[src/rtl/imem_arbiter.sv]
// Single-port IMEM arbiter between the core fetch port and the SPI loader port.
// One grant per cycle, CPU-first with a starvation guard for the loader.
module imem_arbiter #(
  parameter int DEPTH_LOG2 = 10,
  parameter int MAX_WAIT   = 4
) (
  input  logic                  clk,
  input  logic                  rst,
  input  logic                  cpu_req,
  input  logic [31:0]           cpu_addr,
  output logic                  cpu_gnt,
  output logic                  cpu_rvalid,
  output logic [31:0]           cpu_rdata,
  input  logic                  dbg_req,
  input  logic                  dbg_we,
  input  logic [31:0]           dbg_addr,
  input  logic [31:0]           dbg_wdata,
  output logic                  dbg_gnt,
  output logic                  dbg_err,
  output logic                  dbg_rvalid,
  output logic [31:0]           dbg_rdata,
  output logic                  mem_en,
  output logic                  mem_we,
  output logic [DEPTH_LOG2-1:0] mem_addr,
  output logic [31:0]           mem_wdata,
  input  logic [31:0]           mem_rdata
);

  localparam int WCW = (MAX_WAIT < 1) ? 1 : $clog2(MAX_WAIT + 1);
  localparam logic [WCW-1:0] WAIT_LIMIT = WCW'(MAX_WAIT);
  localparam logic [31:0] NOP_INSN = 32'h0000_0013;

  typedef enum logic [1:0] {
    SRC_NONE,
    SRC_CPU,
    SRC_DBG,
    SRC_NOP
  } rd_src_t;

  rd_src_t        rd_src;
  rd_src_t        rd_src_next;
  logic [WCW-1:0] wait_cnt;
  logic [31:0]    cpu_rdata_q;
  logic [31:0]    dbg_rdata_q;

  logic cpu_oor;
  logic dbg_oor;
  logic dbg_bad;
  logic dbg_wins;
  logic cpu_mem;
  logic dbg_mem;

  logic [DEPTH_LOG2-1:0] cpu_word;
  logic [DEPTH_LOG2-1:0] dbg_word;

  // Fetches are word-aligned by construction, so the low byte-offset bits carry no meaning.
  logic unused_cpu_offset;
  assign unused_cpu_offset = ^cpu_addr[1:0];

  assign cpu_word = cpu_addr[DEPTH_LOG2+1:2];
  assign dbg_word = dbg_addr[DEPTH_LOG2+1:2];
  assign cpu_oor  = |cpu_addr[31:DEPTH_LOG2+2];
  assign dbg_oor  = |dbg_addr[31:DEPTH_LOG2+2];
  assign dbg_bad  = dbg_oor || (dbg_addr[1:0] != 2'b00);

  always_comb begin
    dbg_wins    = 1'b0;
    cpu_gnt     = 1'b0;
    dbg_gnt     = 1'b0;
    dbg_err     = 1'b0;
    cpu_mem     = 1'b0;
    dbg_mem     = 1'b0;
    mem_en      = 1'b0;
    mem_we      = 1'b0;
    mem_addr    = '0;
    mem_wdata   = '0;
    rd_src_next = SRC_NONE;

    if (!rst) begin
      // The loader only takes the slot when the core is idle or it has waited long enough.
      dbg_wins = dbg_req && (!cpu_req || (wait_cnt == WAIT_LIMIT));
      cpu_gnt  = cpu_req && !dbg_wins;
      dbg_gnt  = dbg_wins;
      dbg_err  = dbg_gnt && dbg_bad;
      cpu_mem  = cpu_gnt && !cpu_oor;
      dbg_mem  = dbg_gnt && !dbg_bad;
      mem_en   = cpu_mem || dbg_mem;
      mem_we   = dbg_mem && dbg_we;

      if (dbg_mem) begin
        mem_addr = dbg_word;
        if (dbg_we)
          mem_wdata = dbg_wdata;
      end else if (cpu_mem) begin
        mem_addr = cpu_word;
      end

      if (cpu_gnt)
        rd_src_next = cpu_oor ? SRC_NOP : SRC_CPU;
      else if (dbg_mem && !dbg_we)
        rd_src_next = SRC_DBG;
    end
  end

  always_ff @(posedge clk) begin
    if (rst) begin
      rd_src   <= SRC_NONE;
      wait_cnt <= '0;
    end else begin
      rd_src <= rd_src_next;
      if (!dbg_req || dbg_gnt)
        wait_cnt <= '0;
      else if (wait_cnt != WAIT_LIMIT)
        wait_cnt <= wait_cnt + 1'b1;
    end
  end

  // Read data is taken straight from the SRAM in the response cycle; the hold
  // registers keep the last value visible once the response has passed.
  always_comb begin
    cpu_rvalid = 1'b0;
    dbg_rvalid = 1'b0;
    cpu_rdata  = cpu_rdata_q;
    dbg_rdata  = dbg_rdata_q;
    if (rst) begin
      cpu_rdata = '0;
      dbg_rdata = '0;
    end else begin
      case (rd_src)
        SRC_CPU: begin
          cpu_rvalid = 1'b1;
          cpu_rdata  = mem_rdata;
        end
        SRC_NOP: begin
          cpu_rvalid = 1'b1;
          cpu_rdata  = NOP_INSN;
        end
        SRC_DBG: begin
          dbg_rvalid = 1'b1;
          dbg_rdata  = mem_rdata;
        end
        default: ;
      endcase
    end
  end

  always_ff @(posedge clk) begin
    if (rst) begin
      cpu_rdata_q <= '0;
      dbg_rdata_q <= '0;
    end else begin
      cpu_rdata_q <= cpu_rdata;
      dbg_rdata_q <= dbg_rdata;
    end
  end

endmodule

[config.mk]
export PLATFORM = sky130hd
export DESIGN_NAME = imem_arbiter
export DESIGN_NICKNAME = d
export VERILOG_FILES = /design/src/rtl/imem_arbiter.sv
export SDC_FILE = /design/constraint.sdc
export NUM_CORES = 1
export LEC_CHECK = 0
export BUFFER_PORTS_ARGS = -buffer_cell sky130_fd_sc_hd__buf_2
export CAP_MARGIN = 20
export CORE_MARGIN = 2
export CORE_UTILIZATION = 30
export DETAILED_ROUTE_END_ITERATION = 10
export SETUP_SLACK_MARGIN = 0.5
export SLEW_MARGIN = 10
export SYNTH_ARGS = -nofsm -noshare
export SYNTH_HDL_FRONTEND = slang
export SYNTH_SLANG_ARGS = --single-unit
[constraint.sdc]
create_clock -name clk -period 2.8 [get_ports clk]
set_input_delay 0.28 -clock clk [delete_from_list [all_inputs] [get_ports clk]]
set_output_delay 0.28 -clock clk [all_outputs]
set_load 0.02 [all_outputs]
==> reports/metrics.yaml, run 1 <==
grt:
  grt_max_degree: 138
  globalRouteOverflowTotal: 0
  grt_pass1_wl_mm: 19.3
  antenna_found_initial: 0
  first_global_vias: 3926
  grt_use_total: 0.190
clocking:
  path_clk_slew_ns: 0.05
  tritoncts: "built"
  numCtsBuffers: 9
  clock_latency_ns: 0.32
  cts.path.max_buffers: 2
  postCtsHoldBufs: 0
  clockRootBuffer: "clkbuf_16"
  clkSinkCount: 69
  ctsHtreeMaxLevel: 3
sta:
  setup_viol: 0
  fin_skew_ns: 0.00621
  rsz0062_at_grt: "yes"
  worst_pin_slew_ns: 0.624
  maxSlewViolCount: 0
  setup_tns_ns: 0
  min_period_over_period: 0.866
  min_period_ns: 2.42
  hold_viol: 0
  layout_setup_ws_ns: 0.376
  slew_headroom: 0.584
  max_freq_mhz: 413
power_and_ir_drop:
  pwr_density_cell_mw_per_mm2: 475
  ir_drop_mv: 0.296
  p_leak_nw: 2.65
layout:
  nets: 855
  n_antenna_cell: 0
  area_growth_pct: 59.2
  drive_above_1_share: 0.441
  final.fill_count: 1124
worst_setup_path:
  ff2ff_setup_slack_ns: 1.12
  r2r_end: "rd_src[1]"
  arrival_ns: 2.14
  reg2reg_depth: 6
  end_kind: "output pin"
  worstSetupPathType: "input pin to output pin"
  reg2reg_from: "wait_cnt[0]"
  start_kind: "input pin"
  crit_fanout: 6
  required_ns: 2.52
floorplanning:
  start_util: 0.308
  rows: 39
  placeableCoreArea_mm2: 0.0115
  die_area_mm2: 0.0126
  die_x_um: 112
  dieHeight_um: 112
  ioPinCount: 246
placement:
  place_ws_ns: 0.286
  dp_hpwl_mm: 9.42
  numPortBuffers: 243
  routabilityCongestion: 0.840
synth:
  syn_area_mm2: 0.00353
  ys_ff_latch: 69
  yosys_warnings: 0
  yosys_most_used_dff: "dfxtp_1"
  synth_area_leaders: "dfxtp_1 (39%), a21oi_1 (15%), nor2_1 (7.3%), nand2_1 (7.2%), nor2b_1 (5.8%)"
  synth_edf_count: 0
  synthDominantCellAreaShare: 0.391
  ys_seq_area_frac: 0.391
  synth_fp_nets: 629
  synthArstFlopShare: 0
  syn_avg_cell_area_um2: 7.15
  yosysUniqueCellTypes: 31
  yosysTopAreaCell: "dfxtp_1"
  synthCells: 494
drt:
  drtIter0Drc: 201
  wl_per_cell_um: 14.8
  drt-pass1-iter-count: 5
  via_per_inst: 4.87
  num_vias: 4231
  finalWirelength_mm: 12.9
  drc_errors: 0
  ant_nets: 0
hold_path:
  whs_endpoint: "rd_src[1]"
  hp-class: "input pin to register"
  hp-start: "dbg_we"
  holdPathStages: 2
job:
  maxCapViolCount: 0
status:
  status: "complete, no violations"
timing repair:
action,in CTS,in global routing
setup endpoints to repair,43,43
gates resized for setup,23,91
pin swaps,12,35
cloned,1,3
buffers inserted,0,4
worst max-delay path, stage by stage:
cell and delay (ns):
buf_6 0.09, or4_4 0.55, or4b_4 0.52, or3_4 0.35, a21oi_4 0.20, buf_6 0.15
power breakdown:
group / internal (mW) / switching (mW)
Combinational: 0.155 / 0.241
Sequential: 1.02 / 0.00958
Clock: 0.829 / 0.412
Total: 2.01 / 0.663
cell usage in the layout, fill, tap and decap left out, types with 5 or more instances in the layout:
cell       Yosys  layout
clkbuf_16      0       9
buf_6          1      38
buf_2          2     205
or3_1         21      16
nor2_1        69      69
and2_1        32      10
a21oi_2        0       7
or4b_1        10       8
nor2b_1       33      31
and2_4         0      22
nand2_1       68      67
buf_4          0      13
nand3_1       12      11
or3_4          0       5
a21oi_1      103      93
dfxtp_1       69      69
nor4_1         9       9
final cells by class:
| class | instances | area (um2) | share of cell area |
|---|---|---|---|
| clock buffers | 11 | 253 | 0.0450 |
| multi-input cells | 381 | 2150 | 0.382 |
| well taps | 143 | 179 | 0.0318 |
| inverters | 2 | 7.51 | 0.00134 |
| repair buffers | 257 | 1570 | 0.280 |
| clock inverters | 5 | 81.3 | 0.0145 |
| flip-flops and latches | 69 | 1380 | 0.246 |
layer usage:
layer | global-route usage | up-vias | routed length, um
met5 | 0 | - | 0
met4 | 0.0602 | 0 | 322
met3 | 0.0459 | 25 | 791
met2 | 0.354 | 181 | 6790
met1 | 0.211 | 1911 | 4980
li1 | - | 2114 | -
sequential cells by signal (all words and copies together) (netlist names):
name / cells
dbg_rdata_q: 32
wait_cnt: 3
rd_src: 2
cpu_rdata_q: 32
cells in the mapped netlist, drive strengths merged (2+ instances only):
| master | number |
|---|---|
| nand4 | 2 |
| or3 | 21 |
| o21ai | 2 |
| dfxtp | 69 |
| and2 | 32 |
| a21oi | 103 |
| nor2b | 33 |
| o22ai | 3 |
| a21boi | 2 |
| buf | 4 |
| nand2 | 68 |
| nand2b | 2 |
| inv | 2 |
| nand3 | 12 |
| nor2 | 69 |
| or4 | 2 |
| clkbuf | 39 |
| or4b | 10 |
| ha | 2 |
| nor4 | 9 |
cells by family after synthesis:
kind of cell / count (synthesis) / synth area share
multiplexers: 1 / 0.00284
adder cells (fa/ha/maj): 2 / 0.00709
AO/OA/AOI/OAI: 113 / 0.166
AND/OR/NAND/NOR: 264 / 0.382
buffers and inverters: 45 / 0.0507
flip-flops: 69 / 0.391
how the worst max path moves through the flow:
stage	startpoint	end	slack [ns]
3_5_place_dp	dbg_addr[16]	mem_addr[8]	0.29
6_report	dbg_addr[21]	mem_addr[8]	0.38
4_1_cts	dbg_addr[21]	mem_addr[6]	0.39
3_3_place_gp	dbg_addr[16]	mem_addr[8]	0.29
5_1_grt	dbg_addr[19]	mem_addr[5]	0.33
2_1_floorplan	dbg_addr[16]	mem_addr[0]	0.52
metrics by stage:
stage	utilization	instance area [um2]	power, mW	std cells	hold slack [ns]
after floorplan	-	3570	1.26	494	0.376
after global placement	0.424	4860	1.43	844	0.435
after detailed placement	0.424	4860	1.44	844	0.458
after CTS	0.461	5290	2.70	861	0.146
after global routing	0.490	5620	2.79	868	0.169
final	0.490	5620	2.67	868	0.166
(Power assumes the default switching activity.)
==> run 2, diff against run 1 <==
--- a/config.mk
+++ b/config.mk
@@ -5,6 +5,7 @@
 export SDC_FILE = /design/constraint.sdc
 export NUM_CORES = 1
 export LEC_CHECK = 0
+export ABC_AREA = 1
 export BUFFER_PORTS_ARGS = -buffer_cell sky130_fd_sc_hd__buf_2
 export CAP_MARGIN = 20
 export CORE_MARGIN = 2
==> run 2 against run 1 <==
Against the previous run:
- utilization down 3.1 points
- sequential power about the same
- setup slack better by 0.22 ns
- routed wire length down 11%
- combinational power up 14%
- final cell count up 4.1%
- die area down 1.5%
- flip-flop and latch count unchanged
- fmax up 9.7%
- non-clock buffer count down 3
- clock skew up 0.0019 ns
- final area down 7.2%
- critical path type is now register to output pin
- largest cell class unchanged
==> reports/metrics.yaml, run 2 <==
status:
  status: "complete, no violations"  # unchanged
drt:
  drc_errors: 0  # unchanged
  drt-pass1-iter-count: 5  # unchanged
  via_per_inst: 4.55  # was 4.87
  finalWirelength_mm: 11.5  # was 12.9 mm
  ant_nets: 0  # unchanged
  num_vias: 4117  # was 4231
  wl_per_cell_um: 12.7  # was 14.8 um
  drtIter0Drc: 180  # was 201
worst_setup_path:
  worstSetupPathType: "register to output pin"  # was input pin to output pin
  cp_slowest_cell: "dfxtp_1"  # was or4_4
  ff2ff_setup_slack_ns: 1.21  # was 1.12 ns
  cpPeakStageDelay_ns: 0.31  # was 0.55 ns
  reg2reg_from: "wait_cnt[0]"  # unchanged
  crit_chain: "inv_1 > ha_1 > nand2_2 > a21oi_4 > and2_4 > nand3_4 > buf_12 > nor2_1 > buf_2"  # was buf_6 > or4_4 > or4b_4 > or3_4 > a21oi_4 > buf_6
  end_kind: "output pin"  # unchanged
  required_ns: 2.52  # about the same
  reg2reg_depth: 8  # was 6
  r2r_end: "rd_src[1]"  # unchanged
  start_kind: "register"  # was input pin
  crit_fanout: 17  # was 6
  arrival_ns: 1.93  # was 2.14 ns
sta:
  slew_headroom: 0.523  # was 0.584
  min_period_ns: 2.21  # was 2.42 ns
  worst_pin_slew_ns: 0.715  # was 0.624 ns
  maxSlewViolCount: 0  # unchanged
  fin_skew_ns: 0.00816  # was 0.00621 ns
  max_freq_mhz: 453  # was 413 MHz
  rsz0062_at_grt: "yes"  # unchanged
  hold_viol: 0  # unchanged
  min_period_over_period: 0.789  # was 0.866
  setup_tns_ns: 0  # unchanged
  setup_viol: 0  # unchanged
hold_path:
  whs_endpoint: "cpu_rdata_q[26]"  # was rd_src[1]
  hp-start: "mem_rdata[26]"  # was dbg_we
  holdPathStages: 3  # was 2
  hp-class: "input pin to register"  # unchanged
placement:
  numPortBuffers: 243  # unchanged
  routabilityCongestion: 0.822  # was 0.840
  dp_cells: 883  # was 844
  dp_hpwl_mm: 8.65  # was 9.42 mm
floorplanning:
  ioPinCount: 246  # unchanged
  placeableCoreArea_mm2: 0.0114  # was 0.0115 mm2
  rows: 39  # unchanged
  dieHeight_um: 112  # about the same
  start_util: 0.305  # was 0.308
  die_x_um: 112  # about the same
  die_area_mm2: 0.0125  # was 0.0126 mm2
grt:
  grt_pass1_wl_mm: 18.6  # was 19.3 mm
  globalRouteOverflowTotal: 0  # unchanged
  antenna_found_initial: 0  # unchanged
  grt_use_total: 0.181  # was 0.190
  first_global_vias: 3915  # was 3926
  grt_max_degree: 75  # was 138
clocking:
  numCtsBuffers: 9  # unchanged
  postCtsHoldBufs: 0  # unchanged
  tritoncts: "built"  # unchanged
  clock_latency_ns: 0.32  # about the same
  clockRootBuffer: "clkbuf_16"  # unchanged
  cts.path.max_buffers: 2  # unchanged
  ctsHtreeMaxLevel: 3  # unchanged
  clkSinkCount: 69  # unchanged
  path_clk_slew_ns: 0.06  # was 0.05 ns
synth:
  syn_area_mm2: 0.00347  # was 0.00353 mm2
  synth.most_common_cell: "nor2_1"  # was a21oi_1
  yosys_warnings: 0  # unchanged
  synthArstFlopShare: 0  # unchanged
  yosys_most_used_dff: "dfxtp_1"  # unchanged
  synthCells: 520  # was 494
  ys_seq_area_frac: 0.398  # was 0.391
  ys_ff_latch: 69  # unchanged
  yosysUniqueCellTypes: 27  # was 31
  syn_avg_cell_area_um2: 6.68  # was 7.15 um2
  synth_edf_count: 0  # unchanged
  yosysTopAreaCell: "dfxtp_1"  # unchanged
  synth_area_leaders: "dfxtp_1 (40%), nor2_1 (14%), a21oi_1 (9.9%), nand2_1 (7.7%), nor2_2 (5.4%)"  # was dfxtp_1 (39%), a21oi_1 (15%), nor2_1 (7.3%), nand2_1 (7.2%), nor2b_1 (5.8%)
  synth_fp_nets: 655  # was 629
  synth_common_cells: "nor2_1 (129), nand2_1 (71), a21oi_1 (69), dfxtp_1 (69), inv_1 (42)"  # was a21oi_1 (103), dfxtp_1 (69), nor2_1 (69), nand2_1 (68), clkbuf_1 (39)
  synthDominantCellAreaShare: 0.398  # was 0.391
layout:
  final.fill_count: 1220  # was 1124
  final_cell_mix: "buf_2 (241), nor2_1 (127), nand2_1 (71)"  # was buf_2 (205), a21oi_1 (93), nor2_1 (69), dfxtp_1 (69), nand2_1 (67)
  n_antenna_cell: 0  # unchanged
  largestRegisters: "cpu_rdata_q (32), dbg_rdata_q (32), wait_cnt (3)"  # unchanged
  drive_above_1_share: 0.419  # was 0.441
  nets: 891  # was 855
  layout_commonest_cell: "buf_2"  # unchanged
  layoutNonFillerInstCount: 904  # was 868
  area_growth_pct: 50.2  # was 59.2%
power_and_ir_drop:
  power_mw: 2.84  # was 2.67 mW
  p_leak_nw: 2.68  # was 2.65 nW
  ir_drop_mv: 0.269  # was 0.296 mV
  pwr_density_cell_mw_per_mm2: 545  # was 475 mW/mm2
job:
  maxCapViolCount: 0  # unchanged
## run 2: metal layers
| layer | share of wire | GRT usage | vias up |
|---|---|---|---|
| met5 | 0 | 0 | - |
| met4 | 0.012 | 0.0543 | 0 |
| met3 | 0.061 | 0.0365 | 13 |
| met2 | 0.48 | 0.310 | 132 |
| met1 | 0.44 | 0.232 | 1840 |
| li1 | - | - | 2132 |
## run 2: cell type report
class                      count  area, um2  area share
tap                          143        179      0.0343
inverter                      44        165      0.0317
multi-input combinational    378       1810       0.347
timing repair buffer         254       1320       0.253
clock buffer                  11        253      0.0484
sequential                    69       1380       0.265
clock inverter                 5        106      0.0204
## run 2: power by group
part	switching [mW]	internal, mW
logic	0.279	0.173
registers	0.0161	1.03
clock network	0.421	0.920
## run 2: worst max-delay path by stage
| stage | start | endpoint | slack (ns) | cells after the start |
|---|---|---|---|---|
| after detailed placement | wait_cnt[1] | mem_wdata[13] | 0.43 | 8 |
| after CTS | rd_src[0] | dbg_rdata[11] | 0.50 | 6 |
| after global placement | wait_cnt[0] | mem_wdata[31] | 0.56 | 8 |
| after global routing | wait_cnt[1] | mem_wdata[0] | 0.48 | 9 |
| after floorplan | wait_cnt[0] | mem_addr[0] | 0.92 | 8 |
| final | wait_cnt[1] | mem_wdata[1] | 0.59 | 9 |
## run 2: worst max-delay path, delay by kind of cell (launching register included)
| kind | cells | cell delay (ns) |
|---|---|---|
| buffers and inverters | 3 | 0.44 |
| and+or+nand+nor | 4 | 0.51 |
| DFF | 1 | 0.31 |
| AOI/OAI and AO/OA | 1 | 0.18 |
| adders and majority gates | 1 | 0.17 |
## run 2: through the flow
| step | utilization | hold WS, ns | area [um2] | setup slack, ns |
|---|---|---|---|---|
| after floorplan | - | 0.417 | 3470 | 0.921 |
| after global placement | 0.419 | 0.428 | 4770 | 0.557 |
| after detailed placement | 0.419 | 0.437 | 4770 | 0.435 |
| after CTS | 0.453 | 0.223 | 5150 | 0.501 |
| after global routing | 0.459 | 0.232 | 5220 | 0.480 |
| final | 0.459 | 0.231 | 5220 | 0.591 |
## run 2: repair_timing
| action | CTS | global route |
|---|---|---|
| resized for setup | 2 | 7 |
| pin swaps | 1 | 2 |
| endpoints found under the setup margin | 44 | 95 |
| setup buffers | 1 | 2 |
| gates cloned | 1 | 1 |
## run 2: cells by family after synthesis
family / Yosys count / synth area share
AND/OR/NAND/NOR: 262 / 0.325
AO/OA/AOI/OAI: 111 / 0.174
buffers and inverters: 75 / 0.0937
flip-flops: 69 / 0.398
adder cells (fa/ha/maj): 2 / 0.00720
XOR/XNOR: 1 / 0.00252
==> run 3, diff against run 2 <==
==> constraint.sdc (replaced) <==
create_clock -name clk -period 2.2 [get_ports clk]
set_input_delay 0.22 -clock clk [delete_from_list [all_inputs] [get_ports clk]]
set_output_delay 0.22 -clock clk [all_outputs]
set_load 0.02 [all_outputs]
==> run 3 against run 2 <==
Against the previous run:
- sequential share of layout area shrank 7.8 points
- hold slack got worse by 0.059 ns
- setup slack got worse by 0.46 ns
- final cell count is 5.1% higher
- die area is the same
- first-iteration DRC count is 3.3% higher
- non-clock buffer count is 48 higher
- utilization up 20 points
- largest cell class unchanged
==> reports/metrics.yaml, run 3 (synthesis results as in run 2) <==
clocking:
  numCtsBuffers: 9  # unchanged
  clockRootBuffer: "clkbuf_16"  # unchanged
  postCtsHoldBufs: 0  # unchanged
  clkSinkCount: 69  # unchanged
  cts.path.max_buffers: 2  # unchanged
  path_clk_slew_ns: 0.06  # about the same
  tritoncts: "built"  # unchanged
  clock_latency_ns: 0.33  # was 0.32 ns
  ctsHtreeMaxLevel: 3  # unchanged
power_and_ir_drop:
  p_sw_mw: 1.09  # was 716 uW
  p_sw_frac: 0.286  # was 0.252
  pwr-share-comb: 0.260  # was 0.159
  ir_drop_mv: 0.494  # was 0.269 mV
  p_leak_nw: 3.41  # was 2.68 nW
  clkPwrFrac: 0.384  # was 0.472
  internal_power_mw: 2.73  # was 2.13 mW
  pwr_density_cell_mw_per_mm2: 513  # was 545 mW/mm2
  power_mw: 3.82  # was 2.84 mW
  p_seq_frac: 0.356  # was 0.369
drt:
  drtIter0Drc: 186  # was 180
  wl_per_cell_um: 15.5  # was 12.7 um
  num_vias: 4510  # was 4117
  drt-pass1-iter-count: 4  # was 5
  ant_nets: 0  # unchanged
  drc_errors: 0  # unchanged
  via_per_inst: 4.75  # was 4.55
  finalWirelength_mm: 14.8  # was 11.5 mm
layout:
  final_area_mm2: 0.00744  # was 0.00522 mm2
  n_antenna_cell: 0  # unchanged
  largestRegisters: "cpu_rdata_q (32), dbg_rdata_q (32), wait_cnt (3)"  # unchanged
  area_growth_pct: 114  # was 50.2%
  final_cell_mix: "buf_2 (132), nor2_1 (76), buf_6 (75)"  # was buf_2 (241), nor2_1 (127), nand2_1 (71)
  nets: 937  # was 891
  layout_commonest_cell: "buf_2"  # unchanged
  fin_util: 0.654  # was 0.459
  drive_above_1_share: 0.641  # was 0.419
sta:
  hold_viol: 0  # unchanged
  rsz0062_at_grt: "yes"  # unchanged
  worst_pin_slew_ns: 0.493  # was 0.715 ns
  maxSlewViolCount: 0  # unchanged
  fin_skew_ns: 0.00493  # was 0.00816 ns
  setup_viol: 0  # unchanged
  min_period_ns: 2.07
  slew_headroom: 0.671  # was 0.523
  max_freq_mhz: 483
  setup_tns_ns: 0  # unchanged
  min_period_over_period: 0.941
  fin_hold_ws_ns: 0.172  # was 0.231 ns
hold_path:
  hp-start: "mem_rdata[13]"  # was mem_rdata[26]
  whs_endpoint: "cpu_rdata_q[13]"  # was cpu_rdata_q[26]
  hp-class: "input pin to register"  # unchanged
  holdPathStages: 3  # unchanged
worst_setup_path:
  ff2ff_setup_slack_ns: 0.81  # was 1.21 ns
  crit_chain: "inv_2 > ha_4 > nand2_4 > a21oi_4 > and2_4 > nand3_4 > clkbuf_16 > nor2_2 > buf_4"  # was inv_1 > ha_1 > nand2_2 > a21oi_4 > and2_4 > nand3_4 > buf_12 > nor2_1 > buf_2
  cp_slowest_cell: "dfxtp_2"  # was dfxtp_1
  reg2reg_depth: 9  # was 8
  path_buf_inv: 3  # unchanged
  worstSetupPathType: "register to output pin"  # unchanged
  start_kind: "register"  # unchanged
  arrival_ns: 1.85  # was 1.93 ns
  required_ns: 1.98  # was 2.52 ns
  reg2reg_from: "wait_cnt[1]"  # was wait_cnt[0]
  end_kind: "output pin"  # unchanged
  r2r_end: "wait_cnt[0]"  # was rd_src[1]
  cpPeakStageDelay_ns: 0.32  # was 0.31 ns
  crit_fanout: 8  # was 17
  path_delay_family: "simple AND/OR/NAND/NOR gates"  # unchanged
grt:
  grt_use_total: 0.217  # was 0.181
  globalRouteOverflowTotal: 0  # unchanged
  grt_pass1_wl_mm: 21.7  # was 18.6 mm
  grt_max_degree: 75  # unchanged
  first_global_vias: 4371  # was 3915
  antenna_found_initial: 0  # unchanged
floorplanning:
  die_area_mm2: 0.0125  # unchanged
  rows: 39  # unchanged
  die_x_um: 112  # unchanged
  dieHeight_um: 112  # unchanged
  start_util: 0.305  # unchanged
  ioPinCount: 246  # unchanged
  placeableCoreArea_mm2: 0.0114  # unchanged
placement:
  routabilityCongestion: 0.840  # was 0.822
  placed_area_mm2: 0.00484  # was 0.00477 mm2
  numPortBuffers: 243  # unchanged
  dp_hpwl_mm: 8.58  # was 8.65 mm
status:
  status: "complete, no violations"  # unchanged
job:
  maxCapViolCount: 0  # unchanged
[run 3: cell count changes in the layout (fill, tap and decap cells not counted), sizes merged]
| cell | previous run | this run |
|---|---|---|
| buf | 254 | 300 |
| clkbuf | 11 | 15 |
| bufinv | 3 | 1 |
| nand3 | 23 | 21 |
| clkinv | 1 | 2 |
| inv | 44 | 43 |
[run 3: per-layer routing]
metal / up-vias / track usage / part of all wire
li1: 2230 / - / -
met1: 2114 / 0.272 / 0.42
met2: 149 / 0.375 / 0.52
met3: 17 / 0.0463 / 0.049
met4: 0 / 0.0634 / 0.014
met5: - / 0 / 0
[run 3: layout make-up]
cell class / count / area [um2]
flip-flops and latches: 69 / 1390
fillers: 940 / 3930
well taps: 143 / 179
multi-input cells: 376 / 2750
repair buffers: 302 / 2630
inverters: 44 / 184
clock buffers: 13 / 260
clock inverters: 3 / 43.8
[run 3: power groups by stage]
stage                     Clock (mW)  Sequential (mW)  Combinational [mW]
after global placement             0             1.36               0.562
after CTS                       1.49             1.36               0.864
after detailed placement           0             1.36               0.573
after floorplan                    0             1.36               0.331
after global routing            1.54             1.37                1.06
final                           1.47             1.36               0.991
[run 3: worst min-delay path: cells and delay by family]
| family | cells | cell delay (ns) |
|---|---|---|
| buffers and inverters | 1 | 0.12 |
| and+or+nand+nor | 1 | 0.07 |
| AOI/OAI and AO/OA | 1 | 0.05 |
[run 3: repair_timing]
item,4_1_cts,5_1_grt
cloned,10,2
endpoints found under the setup margin,113,111
pin swaps,35,65
gates resized for setup,342,148
buffers inserted,23,13
[run 3: worst max path at each step]
stage / from / to / slack, ns / cells after the start
floorplan: wait_cnt[0] / mem_wdata[10] / 0.54 / 8
global placement: rd_src[0] / dbg_rdata[2] / 0.34 / 7
detailed placement: wait_cnt[0] / mem_wdata[31] / 0.29 / 9
CTS: wait_cnt[1] / mem_wdata[26] / 0.15 / 9
global route: wait_cnt[1] / mem_wdata[17] / 0.03 / 9
finish: wait_cnt[0] / mem_wdata[3] / 0.13 / 9
[run 3: metrics by stage]
step                      setup slack [ns]  cells
after detailed placement             0.289    886
after CTS                            0.146    935
after global routing                0.0341    950
final                                0.129    950
after floorplan                      0.535    520
after global placement               0.342    886
